===== src/rtl/cpu_pkg.sv =====
// Shared CPU datapath definitions: datapath width and the stack sequencer state encoding.
package cpu_pkg;

    localparam int W = 16;

    typedef enum logic {
        IDLE = 1'b0,
        MEM  = 1'b1
    } stack_state_t;

endpackage


===== src/rtl/sp_step.sv =====
// Combinational W-bit stack-pointer step unit: dir=1 decrements (push), dir=0 increments (pop).
module sp_step #(
    parameter int W = cpu_pkg::W
) (
    input  logic [W-1:0] sp,
    input  logic         dir,
    output logic [W-1:0] sp_next
);

    // Wraps modulo 2^W; the caller's full/empty guards keep sp in range.
    assign sp_next = dir ? (sp - W'(1)) : (sp + W'(1));

endmodule


===== src/rtl/stack_ctrl.sv =====
// Stack-pointer register and push/pop sequencer driving a req/ack data-memory port.
module stack_ctrl
    import cpu_pkg::*;
#(
    parameter int         W        = cpu_pkg::W,
    parameter logic [W-1:0] SP_INIT  = 16'h0100,
    parameter logic [W-1:0] SP_LIMIT = 16'h00FC
) (
    input  logic         clk,
    input  logic         rst,
    input  logic         push,
    input  logic         pop,
    input  logic [W-1:0] push_data,
    input  logic         err_clr,
    output logic         mem_req,
    output logic         mem_we,
    output logic [W-1:0] mem_addr,
    output logic [W-1:0] mem_wdata,
    input  logic [W-1:0] mem_rdata,
    input  logic         mem_ack,
    output logic [W-1:0] pop_data,
    output logic [W-1:0] sp,
    output logic         busy,
    output logic         done,
    output logic         err,
    output logic         full,
    output logic         empty,
    output logic         ovf,
    output logic         udf
);

    stack_state_t state, state_n;
    logic [W-1:0] sp_n, sp_stepped, mem_addr_n, mem_wdata_n, pop_data_n;
    logic         mem_req_n, mem_we_n, done_n, err_n, ovf_n, udf_n;

    // One adder serves both paths: decrement while accepting a push in IDLE,
    // increment when a pop completes in MEM.
    sp_step #(.W(W)) u_sp_step (
        .sp      (sp),
        .dir     (state == IDLE),
        .sp_next (sp_stepped)
    );

    assign full  = (sp == SP_LIMIT);
    assign empty = (sp == SP_INIT);
    assign busy  = (state == MEM);

    always_comb begin
        // NOTE: every output of this block gets a default first so no latch is inferred.
        state_n     = state;
        sp_n        = sp;
        mem_req_n   = mem_req;
        mem_we_n    = mem_we;
        mem_addr_n  = mem_addr;
        mem_wdata_n = mem_wdata;
        pop_data_n  = pop_data;
        done_n      = 1'b0;
        err_n       = 1'b0;
        ovf_n       = err_clr ? 1'b0 : ovf;
        udf_n       = err_clr ? 1'b0 : udf;

        unique case (state)
            IDLE: begin
                if (push) begin
                    if (!full) begin
                        sp_n        = sp_stepped;
                        mem_addr_n  = sp_stepped;
                        mem_wdata_n = push_data;
                        mem_we_n    = 1'b1;
                        mem_req_n   = 1'b1;
                        state_n     = MEM;
                    end else begin
                        done_n = 1'b1;
                        err_n  = 1'b1;
                        ovf_n  = 1'b1;
                    end
                end else if (pop) begin
                    if (!empty) begin
                        mem_addr_n = sp;
                        mem_we_n   = 1'b0;
                        mem_req_n  = 1'b1;
                        state_n    = MEM;
                    end else begin
                        done_n = 1'b1;
                        err_n  = 1'b1;
                        udf_n  = 1'b1;
                    end
                end
            end
            MEM: begin
                if (mem_ack) begin
                    mem_req_n = 1'b0;
                    done_n    = 1'b1;
                    state_n   = IDLE;
                    if (!mem_we) begin
                        pop_data_n = mem_rdata;
                        sp_n       = sp_stepped;
                    end
                end
            end
            default: state_n = IDLE;
        endcase
    end

    always_ff @(posedge clk or posedge rst) begin
        if (rst) begin
            state     <= IDLE;
            sp        <= SP_INIT;
            mem_req   <= 1'b0;
            mem_we    <= 1'b0;
            mem_addr  <= '0;
            mem_wdata <= '0;
            pop_data  <= '0;
            done      <= 1'b0;
            err       <= 1'b0;
            ovf       <= 1'b0;
            udf       <= 1'b0;
        end else begin
            // NOTE: non-blocking assignments so every register samples pre-edge values.
            state     <= state_n;
            sp        <= sp_n;
            mem_req   <= mem_req_n;
            mem_we    <= mem_we_n;
            mem_addr  <= mem_addr_n;
            mem_wdata <= mem_wdata_n;
            pop_data  <= pop_data_n;
            done      <= done_n;
            err       <= err_n;
            ovf       <= ovf_n;
            udf       <= udf_n;
        end
    end

endmodule


===== config.mk =====
export PLATFORM = sky130hd
export DESIGN_NAME = stack_ctrl
export DESIGN_NICKNAME = d
export VERILOG_FILES = /design/src/rtl/cpu_pkg.sv /design/src/rtl/sp_step.sv /design/src/rtl/stack_ctrl.sv
export SDC_FILE = /design/constraint.sdc
export NUM_CORES = 1
export LEC_CHECK = 0
export CAP_MARGIN = 10
export CORE_ASPECT_RATIO = 0.5
export CORE_MARGIN = 10
export CORE_UTILIZATION = 30
export DETAILED_ROUTE_END_ITERATION = 16
export DONT_BUFFER_PORTS = 1
export GPL_TIMING_DRIVEN = 0
export PLACE_DENSITY_LB_ADDON = 0.08
export SLEW_MARGIN = 20
export SYNTH_ARGS = -nofsm -noshare
export SYNTH_HDL_FRONTEND = slang
export SYNTH_SLANG_ARGS = --single-unit

===== constraint.sdc =====
create_clock -name clk -period 5.84 [get_ports clk]
set_clock_uncertainty 0.1 [all_clocks]
set_input_delay 0.584 -clock clk [delete_from_list [all_inputs] [get_ports clk]]
set_output_delay 0.584 -clock clk [all_outputs]
set_load 0.05 [all_outputs]

======== Yosys cells after proc, flatten, opt, wreduce, memory -nomap -nowiden ========
Cells that the tools add are included.
Widths: inputs -> output; s select.
cells by class
  mux-type cells .......................... 40
  equality and inequality tests ........... 11
  reduce and logical (&&, ||, !) cells .... 6
  bitwise gates (word level) .............. 3
  $add $sub $neg .......................... 2
operators with widths
  kind                   number
  $mux 16                8
  $pmux 16 s2            1
  $mux 1                 28
  $add 16x1->16 const B  1
  $eq 16x8->1 const B    1
  $eq 16x9->1 const B    1
  $sub 16x1->16 const B  1
  $ne 2x2->1 const B     6
  $reduce_and 4->1       3
  $ne 3x3->1 const B     3
  $pmux 1 s2             3
  $reduce_and 3->1       2
  $not 1->1              3
  $reduce_bool 2->1      1
storage, ports and cells
  output and inout port bits .............. 73
  input bits .............................. 38
  register bits after elaboration ......... 71

======== Depth between registers and ports, before layout ========
Gate-level depths: netlist of the first run.
  word-level depth ........................ 5
  mapped depth ............................ 10

======== Cells and area by module ========
Synthesis of the first run repeated with hierarchy kept, for this count alone.
second synthesis, totals
  cells, all modules ...................... 301
  area, all modules ....................... 3,816.2 µm²
by module, submodules not included
  module      area each (µm²)  cells an instance  times used  seq. area each (µm²)
  stack_ctrl  2,986.6          194                1           1,778.0
  sp_step     829.5            107                1           0.0

======== Worst setup path before layout of the first run ========
Ideal clock, no wire load.
  path kind ............................... register -> register
  start point ............................. register state (netlist: busy)
  end point ............................... register sp[15]
  setup slack ............................. 2.614 ns
  buffers on the path ..................... 2
  arrival ................................. 2.979 ns
  cell stages (with the launch flop) ...... 11
  library setup time ...................... 0.147 ns
  cell sequence ........................... dfrtp_1 > buf_4 > inv_1 > ha_1 > buf_2 > a41o_1 > a21oi_1 > o21bai_1 > o2111a_1 > or4_1 > xnor2_1
between the ends
  longest elaborated chain between the ends .. 4
  elaborated cells on any way between the ends .. 12
  classes of those cells .................. eq/ne: 4; mux: 6; bitwise: 1; reduce/logical: 1
RTL lines
  item                               RTL line                            text
  from (decl)                        stack_ctrl.sv:32                    stack_state_t state, state_n;
  from (signal assigned)             stack_ctrl.sv:120                   state <= state_n;
  $mux 16                            sp_step.sv:11                       assign sp_next = dir ? (sp - W'(1)) : (sp + W'(1));
  $mux 16, on equally long branches  stack_ctrl.sv:95, stack_ctrl.sv:65
  $mux 16, on equally long branches  stack_ctrl.sv:91, stack_ctrl.sv:64
  $pmux 16 s2                        stack_ctrl.sv:62                    unique case (state)
  to (signal assigned)               stack_ctrl.sv:121                   sp <= sp_n;
  to (decl)                          stack_ctrl.sv:22                    output logic [W-1:0] sp,
Parallel ways exist; a longest one is shown, timed or not. The select of a mux whose other input is x is not followed.
A chain may end at the register's enable or synchronous reset.

======== Worst setup path in the final report of the first run ========
  start point ............................. register state (netlist: busy)
  end point ............................... register mem_addr[13]
between the ends
  longest elaborated chain between the ends .. 3
  elaborated cells on any way between the ends .. 5
  classes of those cells .................. mux: 3; bitwise: 1; reduce/logical: 1
RTL lines
  item                  RTL line           text
  $mux 16               sp_step.sv:11
  $mux 16               stack_ctrl.sv:65   if (!full) begin
  $mux 16               stack_ctrl.sv:64   if (push) begin
  to (signal assigned)  stack_ctrl.sv:124  mem_addr <= mem_addr_n;
  to (decl)             stack_ctrl.sv:17   output logic [W-1:0] mem_addr,
Parallel ways exist; a longest one is shown, timed or not. The select of a mux whose other input is x is not followed.

==> results.txt, run 1 <==
----------------------------------------------------
[Run status]
  Status ... completed

[Synthesis]
  Number of library cell types mapped by synthesis ... 68
  Most instantiated cells after synthesis ... dfrtp_1 (70), nand2_1 (41), mux2_2 (27)
  Fraction of post-synthesis cell area in the top cell type by area ... 45.5%
  Area of the mapped netlist ... 0.00385 mm2
  Top cells by area in the synthesized netlist ... dfrtp_1 (45%), mux2_2 (7.9%), ha_1 (4.5%), nand2_1 (4.0%), mux2_4 (3.9%)
  Most common cell in the synthesized netlist ... dfrtp_1
  Fraction of the yosys area taken by sequential cells ... 46.1%
  Top flip-flop cell by instance count after synthesis ... dfrtp_1
  Seq cells post-synth ... 71
  Net count after synthesis ... 406
  Async set-or-reset flop fraction in the synthesized netlist ... 100%
  Number of flops mapped to enable cells by yosys ... 0
  Library cell with the largest summed area after synthesis ... dfrtp_1
  Post-Synthesis Cells ... 353
  YS warnings ... 0
  Post-synthesis area per instance ... 10.9 um2

[Die]
  Horizontal die dimension ... 180 um
  Starting density of the core ... 30.5%
  Die Height ... 100 um
  Number of I/O pins ... 111
  Core Area ... 0.0126 mm2
  DIE AREA ... 0.0181 mm2
  Number of cell rows ... 29

[Clock network]
  Post-CTS Repair Setup Buffers ... 0
  Master cell of the clock root buffer ... clkbuf_16
  Number of buffers inserted by hold repair at cts ... 0
  Clock transition at the register clock pins on the worst setup and hold paths after CTS ... 60 ps
  Clock network latency to the later pin of the worst-skew pair ... 330 ps
  Number of H-tree branching levels ... 3
  Number of CTS-inserted buffers ... 9
  CTS max path bufs ... 2
  Number of gates given a new drive strength after cts ... 0
  TritonCTS Sinks ... 71
  CTS tree ... yes

[GRT]
  Wire length of the first global-routing pass ... 17200 um
  Overflow left after global routing ... 0
  Initial antenna violation count ... 0
  Vias in the first global route ... 2768
  Pin count of the biggest net entering global routing ... 44
  GRT Util Overall ... 12.1%

[Critical path]
  Critical path data required time ... 5950 ps
  Worst reg2reg endpoint ... mem_addr[13]
  Crit path cell chain ... buf_4 -> inv_1 -> ha_1 -> buf_2 -> a41o_1 -> a221oi_1 -> nand2_1 -> o21ai_0 -> mux2_2 -> o311ai_0
  Critical path endpoint category ... flop
  Setup crit start kind ... flop
  Start point of the critical path ... busy
  Worst-path maximum fanout ... 20
  Delay of the slowest critical-path stage ... 590 ps
  Total number of cells along the worst setup path ... 10
  Startpoint of the worst-slack reg-to-reg timing path ... busy
  Cell depth of the worst flop-to-flop path ... 10
  Crit path DAT ... 3930 ps
  Worst reg2reg setup slack ... 2030 ps
  Slowest stage cell, crit path ... dfrtp_1
  Crit path to ... mem_addr[13]
  Buf+Inv Stages, Crit Path ... 3
  Category of the critical setup timing path ... reg -> reg
  Crit-path leading delay family ... compound AO/OA/AOI/OAI gates

[Layout]
  Share of the core filled with cells ... 34.9%
  Layout area overhead ... 14.3%
  Diode insertion count for antenna repair ... 0
  # nets final ... 418
  Area of all placed cells without fillers ... 0.00440 mm2
  Layout cell share with drive strength beyond 1 ... 21.1%

[Place]
  Placement-stage worst setup slack ... 2030 ps
  Routability cong. ... 0.880
  Count of port buffers added during placement ... 0
  Dpl cell area ... 0.00410 mm2
  HPWL after detailed placement ... 8360 um

[Route]
  Residual DRC ... 0
  Number of nets with antenna violations after routing ... 0
  Vias ... 2789
  Met2 wire length ... 4870 um
  Routed WL ... 11100 um
  Met3 wire length ... 1060 um
  Routed WL per cell ... 20.5 um
  Detailed-router iteration count before antenna repair ... 4
  Via count normalized by instance count ... 5.16
  Routed metal-1 wirelength ... 4920 um
  Top Metal Used ... met4
  Starting DRC count in detailed routing ... 93

[STA]
  Actual transition at the worst max-transition pin ... 805 ps
  Setup-failing EPs final ... 0
  Final hold viol count ... 0
  Setup repair after global routing missed its margin ... no
  Worst Slack Setup Final ... 2030 ps
  Ratio of final minimum period to clock period ... 65.3%
  Remaining max-slew budget at the tightest pin ... 46.3%
  Number of max-slew violations in the final report ... 0
  Post-route minimum period ... 3810 ps
  Final total negative setup slack ... 0 ps
  Maximum clock frequency ... 262 MHz

[Min path]
  Type of the tightest min-delay check ... in -> async

[Flow run]
  Number of max-cap violations ... 0

----------------------------------------------------
[stage by stage]
step	hold WS [ps]	std cells
after CTS	16.9	540
after floorplan	504	353
final	16.7	540
after global routing	43.1	540
after global placement	542	523
after detailed placement	378	524
[cell families (layout without fill, tap and decap cells)]
group                      count (synthesis)  in the layout  share of synthesized area, %
xor gates and xnor gates                  15             15                          3.41
buffers and inverters                     29             46                          4.25
and+or+nand+nor                           97             97                          13.1
adders and majority gates                 15             15                          5.07
muxes                                     45             45                          13.9
AOI/OAI and AO/OA                         81             81                          14.1
DFF                                       71             71                          46.1
[layout by cell type (no fill, tap or decap), types with 4 or more instances in the layout]
master,instances
a21o_1,5
a21oi_1,15
buf_6,4
clkbuf_1,4
clkbuf_16,9
dfrtp_1,70
ha_1,14
inv_1,12
mux2_2,27
mux2_4,10
mux2i_1,7
nand2_1,41
nand3_1,9
nand3b_1,4
nor2_1,13
nor3_1,4
o211ai_1,4
o21ai_0,25
xnor2_1,9
xor2_1,6
[how the worst min path moves through the flow]
| stage | cells past startpoint | end | slack [ps] | from |
|---|---|---|---|---|
| floorplan | 2 | sp[8] | 500 | sp[8] |
| global placement | 2 | sp[8] | 540 | sp[8] |
| detailed placement | 1 | mem_wdata[14] | 380 | rst |
| CTS | 1 | pop_data[3] | 20 | rst |
| global route | 1 | pop_data[5] | 40 | rst |
| finish | 1 | pop_data[3] | 20 | rst |
[metal layers]
| metal | track usage, % | vias to the layer above |
|---|---|---|
| li1 | - | 1299 |
| met1 | 15.2 | 1372 |
| met2 | 18.6 | 101 |
| met3 | 4.67 | 17 |
| met4 | 4.32 | 0 |
| met5 | 0 | - |
[sequential cells by signal (all words and copies together) (netlist names)]
name	flops
err	1
busy	1
mem_addr	16
pop_data	16
ovf	1
mem_we	1
sp	16
mem_req	1
mem_wdata	16
udf	1
done	1
[area by class of cell]
type                            instances  area, um2
Timing Repair Buffer                    1       27.5
Fill cell                            1258       8220
Buffer                                 14        106
Sequential cell                        71       1780
Clock inverter                          6       67.6
Clock buffer                           10        239
Multi-Input combinational cell        253       1910
Inverter                               15       60.1
Tap cell                              170        213
Power of run 1 is left out: the tool's default activity adds up to more than one toggle a clock period on the data nets, which glitch-free logic cannot reach.
==> inputs of run 2 (changes only) <==
==> constraint.sdc (replaced) <==
create_clock -name clk -period 3.8 [get_ports clk]
set_clock_uncertainty 0.1 [all_clocks]
set_input_delay 0.38 -clock clk [delete_from_list [all_inputs] [get_ports clk]]
set_output_delay 0.38 -clock clk [all_outputs]
set_load 0.05 [all_outputs]
==> results.txt, run 2 (synthesis gave the netlist of run 1 again) <==
----------------------------------------------------
[GRT]
  Overflow left after global routing ... 0
  Pin count of the biggest net entering global routing ... 44
  Vias in the first global route ... 2768
  GRT Util Overall ... 12.1%
  Initial antenna violation count ... 0
  Wire length of the first global-routing pass ... 17200 um

[Die]
  Core Area ... 0.0126 mm2
  Horizontal die dimension ... 180 um
  Die Height ... 100 um
  Number of cell rows ... 29
  DIE AREA ... 0.0181 mm2
  Starting density of the core ... 30.5%
  Number of I/O pins ... 111

[Run status]
  Status ... completed

[Route]
  Detailed-router iteration count before antenna repair ... 6
  Routed WL ... 11200 um
  Vias ... 2810
  Residual DRC ... 0
  Routed WL per cell ... 20.7 um
  Number of nets with antenna violations after routing ... 0
  Via count normalized by instance count ... 5.18
  Starting DRC count in detailed routing ... 107

[Place]
  Post-Place Cells ... 524
  Routability cong. ... 0.880
  Count of port buffers added during placement ... 0
  HPWL after detailed placement ... 8360 um
  Dpl cell area ... 0.00410 mm2

[Layout]
  Diode insertion count for antenna repair ... 0
  Area of all placed cells without fillers ... 0.00443 mm2
  # nets final ... 420
  Highest-count cells in the layout ignoring fill and taps ... dfrtp_1 (69), nand2_1 (41), mux2_2 (27)
  Share of the core filled with cells ... 35.1%
  Layout area overhead ... 14.9%
  Commonest non-fill, non-tap cell in the layout ... dfrtp_1
  Finished Layout Cells ... 542
  Layout cell share with drive strength beyond 1 ... 22.0%

[Clock network]
  Number of H-tree branching levels ... 3
  CTS max path bufs ... 2
  Clock network latency to the later pin of the worst-skew pair ... 330 ps
  Clock transition at the register clock pins on the worst setup and hold paths after CTS ... 60 ps
  CTS tree ... yes
  TritonCTS Sinks ... 71
  Master cell of the clock root buffer ... clkbuf_16
  Number of CTS-inserted buffers ... 9

[STA]
  Number of max-slew violations in the final report ... 0
  Maximum clock frequency ... 285 MHz
  Setup repair after global routing missed its margin ... no
  Ratio of final minimum period to clock period ... 92.2%
  Post-route minimum period ... 3500 ps
  Setup-failing EPs final ... 0
  Final hold viol count ... 0
  Actual transition at the worst max-transition pin ... 809 ps
  Remaining max-slew budget at the tightest pin ... 46.1%

[Critical path]
  Worst-path maximum fanout ... 10
  Crit path DAT ... 3610 ps
  Critical path endpoint category ... flop
  Category of the critical setup timing path ... reg -> reg
  Critical path data required time ... 3910 ps
  Setup crit start kind ... flop

[Min path]
  Type of the tightest min-delay check ... in -> reg

[Flow run]
  Number of max-cap violations ... 0

----------------------------------------------------
==> run 2: changes by cell type in the layout (fill, tap and decap cells not counted) <==
cell	change
dfrtp_1	-1
inv_1	-1
dlygate4sd3_1	+1
dfrtp_2	+1
a21oi_2	+1
clkinvlp_4	+2
a21oi_1	-1
==> run 2: metal layers <==
layer / part of all wire, % / vias to the layer above / GRT usage, %
li1: - / 1302 / -
met1: 46 / 1394 / 15.2
met2: 44 / 97 / 18.6
met3: 8.5 / 17 / 4.67
met4: 2.0 / 0 / 4.32
met5: 0 / - / 0
==> run 2: final timing paths <==
path / from / to / slack (ps) / depth (start not counted)
setup / recovery: busy / sp[14] / 300 / 9
hold / removal: mem_ack / busy / 40 / 1
setup reg to reg: busy / sp[14] / 300 / 9
hold reg to reg: sp[8] / sp[8] / 550 / 2
max in group asynchronous: rst / sp[8] / 2570 / 3
min in group asynchronous: rst / pop_data[3] / 420 / 2
==> run 2: repair_timing <==
item / in CTS / in global routing
buffers inserted: 0 / 0
hold endpoints to repair: 28 / 0
endpoints found under the setup margin: 2 / 5
gates cloned: 0 / 1
hold buffers: 1 / 0
resized for setup: 1 / 3
==> run 2: worst max-delay path, stage by stage (launching register included) <==
cell	delay [ps]
dfrtp_2	550
buf_4	270
clkinvlp_4	270
ha_1	360
clkbuf_1	290
nand3_1	290
a2111oi_0	720
nor3_1	160
xnor2_1	250
o21ai_0	120
==> run 2: area by class of cell <==
cell class,instances,area (um2)
plain buffers,14,106
clock buffers,10,239
clock inverters,6,67.6
fillers,1253,8200
inverters,15,63.8
multi-input cells,253,1920
flip-flops and latches,71,1780
well taps,170,213
repair buffers,2,37.5
repair inverters,1,7.51
==> run 2: through the flow <==
stage          hold slack, ps  setup TNS (ps)  worst slack, ps
3_3_place_gp              386               0             3.60
4_1_cts                  32.8               0              115
6_report                 41.7               0              296
5_1_grt                  29.8               0             73.9
2_1_floorplan             376               0              574
3_5_place_dp              174           -9.52            -9.52
Power of run 2 is left out for the same reason.
==> inputs of run 3 (changes only) <==
==> constraint.sdc (replaced) <==
create_clock -name clk -period 4.2 [get_ports clk]
set_clock_uncertainty 0.1 [all_clocks]
set_input_delay 0.42 -clock clk [delete_from_list [all_inputs] [get_ports clk]]
set_output_delay 0.42 -clock clk [all_outputs]
set_load 0.05 [all_outputs]
==> results.txt, run 3 (synthesis gave the netlist of run 1 again) <==
----------------------------------------------------
[Run status]
  Status ... completed

[Critical path]
  Startpoint of the worst-slack reg-to-reg timing path ... busy
  Critical path data required time ... 4310 ps
  Cell depth of the worst flop-to-flop path ... 10
  Worst-path maximum fanout ... 20
  Setup crit start kind ... flop
  Crit path DAT ... 3920 ps
  Worst reg2reg setup slack ... 390 ps
  Category of the critical setup timing path ... reg -> reg
  Start point of the critical path ... busy
  Worst reg2reg endpoint ... mem_addr[13]
  Critical path endpoint category ... flop

[Place]
  Routability cong. ... 0.880
  HPWL after detailed placement ... 8360 um
  Count of port buffers added during placement ... 0

[Clock network]
  TritonCTS Sinks ... 71
  Number of gates given a new drive strength after cts ... 0
  Master cell of the clock root buffer ... clkbuf_16
  Number of H-tree branching levels ... 3
  Clock network latency to the later pin of the worst-skew pair ... 330 ps
  CTS max path bufs ... 2
  Clock transition at the register clock pins on the worst setup and hold paths after CTS ... 60 ps
  Post-CTS Repair Setup Buffers ... 0
  Number of CTS-inserted buffers ... 9
  CTS tree ... yes
  Number of buffers inserted by hold repair at cts ... 1

[Route]
  Detailed-router iteration count before antenna repair ... 4
  Via count normalized by instance count ... 5.16
  Vias ... 2794
  Number of nets with antenna violations after routing ... 0
  Starting DRC count in detailed routing ... 94
  Routed WL ... 11100 um
  Routed WL per cell ... 20.4 um
  Residual DRC ... 0

[GRT]
  GRT Util Overall ... 12.1%
  Overflow left after global routing ... 0
  Pin count of the biggest net entering global routing ... 44
  Initial antenna violation count ... 0
  Vias in the first global route ... 2768
  Wire length of the first global-routing pass ... 17200 um

[STA]
  Actual transition at the worst max-transition pin ... 805 ps
  Number of max-slew violations in the final report ... 0
  Post-route minimum period ... 3810 ps
  Ratio of final minimum period to clock period ... 90.8%
  Maximum clock frequency ... 262 MHz
  Final hold viol count ... 0
  Remaining max-slew budget at the tightest pin ... 46.3%
  Setup repair after global routing missed its margin ... no
  Final total negative setup slack ... 0 ps
  Setup-failing EPs final ... 0

[Layout]
  Diode insertion count for antenna repair ... 0
  Layout cell share with drive strength beyond 1 ... 21.0%
  Layout area overhead ... 14.5%
  Commonest non-fill, non-tap cell in the layout ... dfrtp_1
  # nets final ... 419
  Highest-count cells in the layout ignoring fill and taps ... dfrtp_1 (70), nand2_1 (41), mux2_2 (27)

[Die]
  Number of I/O pins ... 111
  Number of cell rows ... 29
  DIE AREA ... 0.0181 mm2
  Horizontal die dimension ... 180 um
  Core Area ... 0.0126 mm2
  Die Height ... 100 um
  Starting density of the core ... 30.5%

[Flow run]
  Number of max-cap violations ... 0

[Min path]
  Type of the tightest min-delay check ... in -> reg
  Hold path cells ... 1
  Hold endpoint ... busy
  Worst hold path startpoint ... mem_ack

----------------------------------------------------
[run 3: cell types whose count changed in the layout (fill, tap and decap cells not counted), sizes merged]
cell,delta
clkinvlp,-2
inv,+1
[run 3: cell type report]
class                           count  area, um2
Clock inverter                      6       67.6
Clock buffer                       10        239
Fill cell                        1257       8210
Sequential cell                    71       1780
Buffer                             14        106
Timing Repair Buffer                2       37.5
Inverter                           15       60.1
Multi-Input combinational cell    253       1910
Tap cell                          170        213
[run 3: how the worst max path moves through the flow]
stage	to	slack (ps)	depth (start not counted)
after CTS	sp[15]	380	9
after detailed placement	sp[15]	390	9
after global placement	sp[15]	400	9
after global routing	sp[15]	120	9
final	mem_addr[13]	390	10
after floorplan	sp[15]	970	10
[run 3: critical path, stage by stage, from the launching register on]
cell and delay (ps):
dfrtp_1 590, buf_4 290, inv_1 560, ha_1 360
buf_2 180, a41o_1 260, a221oi_1 470, nand2_1 90
o21ai_0 320, mux2_2 380, o311ai_0 80
[run 3: through the flow]
stage | std cells | instance area (um2) | setup WS, ps | hold slack (ps) | util (%)
floorplan | 353 | 3850 | 974 | 416 | -
detailed placement | 524 | 4100 | 390 | 214 | 32.4
global route | 541 | 4410 | 121 | 73.5 | 34.9
finish | 541 | 4410 | 388 | 85.7 | 34.9
CTS | 541 | 4410 | 381 | 75.7 | 34.9
global placement | 523 | 4070 | 404 | 426 | 32.2
[run 3: metal layers]
layer | vias to the layer above | track usage, % | wire length [um]
li1 | 1301 | - | -
met1 | 1375 | 15.2 | 4920
met2 | 101 | 18.6 | 4870
met3 | 17 | 4.67 | 1060
met4 | 0 | 4.32 | 215
met5 | - | 0 | 0
Power of run 3 is left out for the same reason.
